<file path="src/rtl/model_pkg.sv">
`default_nettype none
// ============================================================================
//  Module      : model_pkg
//  Description : Shared constants for the row scheduler: frame geometry
//                defaults, class/index widths and FSM state encoding.
//  Revision    : 1.0 - initial release
// ============================================================================
package model_pkg;

    localparam int c_rows_def = 28;
    localparam int c_cols_def = 28;
    localparam int c_class_w  = 4;
    localparam int c_idx_w    = 5;
    localparam int c_state_w  = 2;

    localparam logic [c_state_w-1:0] c_st_idle     = 2'd0;
    localparam logic [c_state_w-1:0] c_st_issue    = 2'd1;
    localparam logic [c_state_w-1:0] c_st_wait_res = 2'd2;
    localparam logic [c_state_w-1:0] c_st_out      = 2'd3;

endpackage
`default_nettype wire

</file>
<file path="src/rtl/model_row_mux.sv">
`default_nettype none
// ============================================================================
//  Module      : model_row_mux
//  Description : Combinational selection of one row from the frame register.
//  Revision    : 1.0 - initial release
// ============================================================================
module model_row_mux
    import model_pkg::*;
#(
    parameter int ROWS = c_rows_def,
    parameter int COLS = c_cols_def
) (
    input  logic [ROWS*COLS-1:0] i_frame,
    input  logic [c_idx_w-1:0]   i_sel,
    output logic [COLS-1:0]      o_row
);

    always_comb begin
        o_row = '0;
        for (int r = 0; r < ROWS; r++) begin
            if (int'(i_sel) == r) o_row = i_frame[r*COLS +: COLS];
        end
    end

endmodule
`default_nettype wire

</file>
<file path="src/rtl/model_row_sched.sv">
`default_nettype none
// ============================================================================
//  Module      : model_row_sched
//  Description : Accepts a binary image, issues it row by row to a compute
//                engine, waits for the class result and presents it.
//                MODEL_SCHED_SKIP_ZERO_EN: skip all-zero rows during issue.
//  Revision    : 1.0 - initial release
// ============================================================================
module model_row_sched
    import model_pkg::*;
#(
    parameter int ROWS = c_rows_def,
    parameter int COLS = c_cols_def
) (
    input  logic                 clk_i,
    input  logic                 reset_ni,
    input  logic                 valid_i,
    input  logic [ROWS*COLS-1:0] data_i,
    output logic                 ready_o,
    output logic                 row_valid_o,
    output logic [COLS-1:0]      row_data_o,
    output logic [c_idx_w-1:0]   row_idx_o,
    output logic                 row_last_o,
    input  logic                 row_ready_i,
    input  logic                 res_valid_i,
    input  logic [c_class_w-1:0] res_i,
    output logic                 valid_o,
    output logic [c_class_w-1:0] data_o,
    input  logic                 ready_i
);

    localparam logic [c_idx_w-1:0] c_last_row = c_idx_w'(ROWS - 1);

    logic [c_state_w-1:0] r_state;
    logic [c_idx_w-1:0]   r_row_cnt;
    logic [ROWS*COLS-1:0] r_frame;
    logic [c_class_w-1:0] r_data;

    logic                 w_accept;
    logic                 w_issue;
    logic                 w_at_last;
    logic                 w_row_valid;
    logic                 w_row_last;
    logic [COLS-1:0]      w_row;

    model_row_mux #(
        .ROWS (ROWS),
        .COLS (COLS)
    ) u_row_mux (
        .i_frame (r_frame),
        .i_sel   (r_row_cnt),
        .o_row   (w_row)
    );

    assign w_accept  = (r_state == c_st_idle) && valid_i;
    assign w_issue   = (r_state == c_st_issue);
    assign w_at_last = (r_row_cnt == c_last_row);

`ifdef MODEL_SCHED_SKIP_ZERO_EN
    logic [ROWS-1:0] w_row_nz;
    logic            w_nz_after;

    for (genvar r = 0; r < ROWS; r++) begin : g_row_nz
        assign w_row_nz[r] = |r_frame[r*COLS +: COLS];
    end

    // A row is last when no later row carries any set pixel.
    always_comb begin
        w_nz_after = 1'b0;
        for (int r = 0; r < ROWS; r++) begin
            if (r > int'(r_row_cnt) && w_row_nz[r]) w_nz_after = 1'b1;
        end
    end

    // Final row is always issued so an empty image still produces a frame.
    assign w_row_valid = w_issue && ((|w_row) || w_at_last);
    assign w_row_last  = w_row_valid && (w_at_last || !w_nz_after);
`else
    assign w_row_valid = w_issue;
    assign w_row_last  = w_issue && w_at_last;
`endif

    always_ff @(posedge clk_i) begin
        if (w_accept) r_frame <= data_i;
    end

    always_ff @(posedge clk_i or negedge reset_ni) begin
        if (!reset_ni) begin
            r_state   <= c_st_idle;
            r_row_cnt <= '0;
            r_data    <= '0;
        end else begin
            case (r_state)
                c_st_idle: begin
                    if (valid_i) begin
                        r_row_cnt <= '0;
                        r_state   <= c_st_issue;
                    end
                end
                c_st_issue: begin
                    if (w_row_valid && row_ready_i) begin
                        // Counter holds on the final row so it never passes ROWS-1.
                        if (w_row_last) r_state   <= c_st_wait_res;
                        else            r_row_cnt <= r_row_cnt + 1'b1;
                    end else if (!w_row_valid) begin
                        r_row_cnt <= r_row_cnt + 1'b1;
                    end
                end
                c_st_wait_res: begin
                    if (res_valid_i) begin
                        r_data  <= res_i;
                        r_state <= c_st_out;
                    end
                end
                c_st_out: begin
                    if (ready_i) r_state <= c_st_idle;
                end
                default: r_state <= c_st_idle;
            endcase
        end
    end

    assign ready_o     = (r_state == c_st_idle);
    assign row_valid_o = w_row_valid;
    assign row_data_o  = w_row;
    assign row_idx_o   = r_row_cnt;
    assign row_last_o  = w_row_last;
    assign valid_o     = (r_state == c_st_out);
    assign data_o      = r_data;

endmodule
`default_nettype wire

</file>
<file path="config.mk">
export PLATFORM = sky130hd
export DESIGN_NAME = model_row_sched
export DESIGN_NICKNAME = d
export VERILOG_FILES = /design/src/rtl/model_pkg.sv /design/src/rtl/model_row_mux.sv /design/src/rtl/model_row_sched.sv
export SDC_FILE = /design/constraint.sdc
export NUM_CORES = 1
export LEC_CHECK = 0
export ABC_AREA = 1
export CORE_AREA = 3 3 323 325
export DETAILED_ROUTE_END_ITERATION = 10
export DIE_AREA = 0 0 326 328
export PLACE_DENSITY = 0.51
export SYNTH_ARGS = -nofsm -noshare
export SYNTH_HDL_FRONTEND = slang
export SYNTH_HIERARCHICAL = 1
export SYNTH_SLANG_ARGS = --single-unit
</file>
<file path="constraint.sdc">
create_clock -name clk_i -period 34.5 [get_ports clk_i]
set_input_delay 5.175 -clock clk_i [delete_from_list [all_inputs] [get_ports clk_i]]
set_output_delay 5.175 -clock clk_i [all_outputs]
set_load 0.01 [all_outputs]
</file>
* Yosys cells after proc, flatten, opt, wreduce, memory -nomap -nowiden
Index checks and enable logic that the tools add are counted.
** Word-level totals
- Bits in registers :: 795
- Word-level logic and storage cells :: 89
- Input port bits :: 794
** Operators by class
- Reductions and logical operators :: 9
- Muxes and demuxes :: 38
- Eq/ne operators :: 37
- Add/sub/neg operators :: 1
** Operators with widths (count)
- 28-bit 2-to-1 mux :: 28
- 5-bit == test, second input constant :: 17
- 5-bit by 4-bit == test with 1-bit output, second input constant :: 8
- 5-bit 2-to-1 mux :: 3
- 5-bit by 3-bit == test with 1-bit output, second input constant :: 2
- 2-bit 2-to-1 mux :: 5
- 5-bit one-hot mux with 2 select lines :: 1
- 2-bit != test, second input constant :: 4
- 2-bit one-hot mux with 4 select lines :: 1
- 5-bit by 1-bit adder with 5-bit output, second input constant :: 1
- 5-bit by 2-bit == test with 1-bit output, second input constant :: 1
- 5-bit logical NOT :: 1
- 5-bit AND reduction :: 1
- 2-bit == test, second input constant :: 2
- 2-bit by 1-bit != test with 1-bit output, second input constant :: 2
- 4-bit AND reduction :: 1
- 1-bit logical AND :: 3
- 2-bit by 1-bit == test with 1-bit output, second input constant :: 1
- 2-bit logical NOT :: 1
- 2-bit AND reduction :: 1
- 2-bit nonzero test :: 1

* Logic depth before layout (Yosys ltp)
- Depth in word-level cells :: 29
- Gate-level depth with buffers :: 21

* Cells and area by module
The synthesis kept the hierarchy.
** By module, submodules not included
- model_row_sched :: instances 1, seq. area each 23817.8 µm², cells an instance 873, area an instance 24259.5 µm²
- model_row_mux :: instances 1, seq. area each 0.0 µm², cells an instance 1586, area an instance 6784.0 µm²

* Worst setup path before layout
OpenSTA, ideal clock, no wires.
- Kind :: input port to flip-flop
- From :: in valid_i
- To :: reg r_frame[0], enable pin
- Setup time :: 1.129 ns
- Data required time :: 33.371 ns
- Stages on the path :: 2
- Path slack :: 13.009 ns
- Arrival time :: 20.362 ns
- Buffers on the path :: 0
- Cells stage by stage :: nand2_1 -> inv_1
** Between the ends
- Cells in the longest elaborated chain, start to end :: 1
** Ends and longest elaborated chain
- from (decl) :: RTL line model_row_sched.sv:17 : input logic valid_i,
- 1-bit logical AND :: RTL line model_row_sched.sv:55 : assign w_accept = (r_state == c_st_idle) && valid_i;
- named net w_accept :: RTL line model_row_sched.sv:39 : logic w_accept;
- to (signal assigned) :: RTL line model_row_sched.sv:84 : if (w_accept) r_frame <= data_i;
- to (decl) :: RTL line model_row_sched.sv:36 : logic [ROWS*COLS-1:0] r_frame;
The timed path passes the listed nets, and every way through them passes these cells.
A chain may end at the register's enable or synchronous reset.

* Final worst setup path
- From :: reg r_row_cnt[3] (netlist: row_idx_o[3])
- To :: out row_data_o[14]
** Between the ends
- Cells in the longest elaborated chain, start to end :: 29
- Elaborated cells between the ends (all ways) :: 56
** Ends and longest elaborated chain
- from (decl) :: RTL line model_row_sched.sv:35 : logic [c_idx_w-1:0] r_row_cnt;
- from (signal assigned) :: RTL line model_row_sched.sv:104 : else r_row_cnt <= r_row_cnt + 1'b1;
- from (signal assigned) :: RTL line model_row_sched.sv:106 : r_row_cnt <= r_row_cnt + 1'b1;
- 5-bit logical NOT :: RTL line model_row_mux.sv:21 : if (int'(i_sel) == r) o_row = i_frame[r*COLS +: COLS];
- 28-bit 2-to-1 mux (27 in a row) :: RTL line model_row_mux.sv:21
- 28-bit 2-to-1 mux * :: RTL line model_row_mux.sv:21
- to (decl) :: RTL line model_row_sched.sv:21 : output logic [COLS-1:0] row_data_o,
Mark *: on every way between the ends. The rest lies on a longest branch, timed or not.

==> metrics.md <==
| Metric | Value |
|---|---|
| Hold EP | `data_o[3]` |
| Leakage power total | `15.64 nW` |
| Largest net degree at the start of global routing | `186` |
| Vias in the first global route | `21520` |
| Reg2reg path depth | `8` |
| Worst EP required | `29320 ps` |
| Area growth, synth to finish | `41.50%` |
| Fin crit share | `30.44%` |
| Sequential area share after synthesis | `76.72%` |
| Clk_skew | `17.51 ps` |
| Hold_sp | `data_o[3]` |
| Status | `finished, final reports clean` |
| Final Non-Filler Cells | `4814` |
| Post-Syn Nets | `3259` |
| Die ar. | `106900 µm²` |
| Vias per cell | `4.476` |
| Setup tns final | `0 ps` |
| CP max FO | `23` |
| Share of layout cells above drive strength 1 | `7.319%` |
| Routed vias | `21550` |
| Syn Std Cell Area | `31040 µm²` |
| Grt total ovfl | `0` |
| Overall Global Routing Usage | `20.69%` |
| Asr flop ratio synth | `1.384%` |
| Antenna violations before repair | `66` |
| Syn. warnings | `6` |
| Power Density | `66.06 nW/µm²` |
| Most used cells in the layout excluding fill and tap cells | `clkdlybuf4s50_1, edfxtp_1, nand2_1` |
| CP arrival | `5330 ps` |
| Clock buffer count from CTS | `89` |
| WL/cell | `23.64 µm` |
| Area of the core | `101700 µm²` |
| Commonest register cell after synthesis | `edfxtp_1` |
| EDFF count, synth | `784` |
| Hold path depth | `1` |
| CTS Hold Bufs | `0` |
| Clock slew at reported path FFs | `60 ps` |
| Mean Syn Cell Area | `12.62 µm²` |
| Setup violators final | `0` |
| Site Rows | `117` |
| Slowest cell on crit path | `dfrtp_1` |
| Fmax | `95.21 MHz` |
| RSZ-0062 raised after global routing | `no` |
| Die Ht | `328 µm` |
| Crit path top cell by count | `nor2_1` |
| Resize count post-CTS | `0` |
| Delay-heaviest family, CP | `simple AND/OR/NAND/NOR gates` |
| Htree depth | `3` |
| CTS tree | `yes` |
| Yosys reg bits | `795` |
| Routed Antenna Nets | `0` |
| Clock buffer depth | `3` |
| Global placement routability congestion | `0.8403` |
| Post-CTS setup buffer count | `0` |
| Relative max-transition margin | `25.12%` |
| Worst-Margin Slew | `1121 ps` |
| Distinct cells, synth | `30` |
| Startpoint Class | `register` |
| DRC viols | `0` |
| Routed WL | `113.8 mm` |
| First-pass GRT wire length | `155.5 mm` |
| Period minus WS final | `10500 ps` |
| Worst reg2reg setup slack | `28700 ps` |
| CP Depth | `17` |
| Root Driver | `clkbuf_16` |
| VDD IR max | `0.04202 mV` |
| Reg-to-reg critical path endpoint | `r_frame[473]` |
| DPL Wire Length | `86.91 mm` |
| Final hold viol count | `0` |
| CP bufs+invs | `4` |
| Critical path class | `reg2out` |
| Initial DRC count | `1663` |
| Final Max Tran Viols | `0` |
| Worst hold path type | `reg2reg` |
| Gate Count Post-Synth | `2459` |
| CP cell instances | `inv_2, nor2_1, inv_2, nor2_2, inv_2, or2_2, nand2_1, nand4_1, nor2_1, nand4_1, nor2_1, nand4_1, nor2_1, nand3_1, nand2_1, nand3_1, clkdlybuf4s50_1` |
| Clk Latency, worst-skew pair | `660 ps` |
| Drt pass-1 iters | `5` |
| Die X-Extent | `326 µm` |
| Port Buffer Count | `834` |
| Initial Util | `30.51%` |
| Crit-path max cell delay | `620 ps` |
| CTS sink cnt | `795` |
| DP Cell Count | `4611` |
| Commonest non-fill, non-tap cell in the layout | `clkdlybuf4s50_1` |
| I/O Pins | `835` |
| Critical path endpoint category | `primary output` |
| FF-to-FF Start | `r_state[0]` |
| Max Cap Viol | `0` |
| Net count, final | `4134` |
==> layer usage <==
metal | vias to the layer above | track usage [%] | routed length, µm
li1 | 10240 | - | -
met1 | 10290 | 24.38 | 44590
met2 | 781 | 34.68 | 56220
met3 | 187 | 7.139 | 9450
met4 | 50 | 8.150 | 3201
met5 | - | 0 | 323
==> area by class of cell <==
| cell class | count | area (µm²) |
|---|---|---|
| Antenna cell | 44 | 110.1 |
| Clock buffer | 114 | 2384 |
| Clock inverter | 45 | 365.4 |
| Fill cell | 9639 | 57820 |
| Inverter | 226 | 857.1 |
| Multi-Input combinational cell | 1364 | 6140 |
| Sequential cell | 795 | 23820 |
| Tap cell | 1368 | 1712 |
| Timing Repair Buffer | 858 | 8541 |
==> through the flow <==
stage | hold WS (ps) | util (%) | cell area (µm²) | power (mW) | worst slack, ps
after floorplan | 490.0 | - | 31040 | 1.837 | 13010
after global placement | 488.4 | 40.36 | 41070 | 2.025 | 23940
after detailed placement | 498.3 | 40.36 | 41070 | 2.029 | 23950
after CTS | 510.4 | 43.07 | 43820 | 2.948 | 23750
after global routing | 526.4 | 43.12 | 43870 | 3.040 | 23390
final | 508.2 | 43.17 | 43930 | 2.902 | 24000
==> flip-flops by register name, summed over array words and instances (netlist names) <==
signal,cells
r_frame,784
row_idx_o,5
data_o,4
r_state,2
==> power breakdown <==
| group | internal, mW | switching [mW] | leakage [nW] |
|---|---|---|---|
| Combinational | 0.217 | 0.417 | 6.87 |
| Sequential | 1.31 | 0.0506 | 7.43 |
| Clock | 0.518 | 0.391 | 1.34 |
| Total | 2.04 | 0.858 | 15.6 |
==> how the worst max path moves through the flow <==
stage	start	end	slack (ps)
finish	row_idx_o[3]	row_data_o[14]	24000
CTS	row_idx_o[4]	row_data_o[14]	23750
global placement	valid_i	r_frame[591]	23940
global route	row_idx_o[0]	row_data_o[14]	23390
floorplan	valid_i	r_frame[0]	13010
detailed placement	valid_i	r_frame[591]	23950
==> cell families after synthesis <==
kind of cell,share of synthesized area [%]
adder cells (fa/ha/maj),0.2418
AND/OR/NAND/NOR,18.71
buffers and inverters,3.797
AO/OA/AOI/OAI,0.3506
XOR/XNOR,0.02822
multiplexers,0.1451
flip-flops,76.72
==> Yosys cell counts (4+ instances only) <==
cell / count / share of area (%)
a21oi_1: 19 / 0.31
buf_2: 14 / 0.23
clkbuf_1: 54 / 0.65
dfrtp_1: 11 / 0.89
edfxtp_1: 784 / 76
ha_1: 6 / 0.24
inv_1: 213 / 2.6
inv_2: 10 / 0.12
mux2_2: 4 / 0.15
nand2_1: 723 / 8.7
nand2_2: 4 / 0.081
nand3_1: 98 / 1.6
nand4_1: 159 / 3.2
nor2_1: 248 / 3.0
nor2_2: 8 / 0.16
nor3_1: 7 / 0.11
or2_0: 8 / 0.16
or2_1: 12 / 0.24
or2_2: 57 / 1.1
Power figures use the tool's default switching activity.
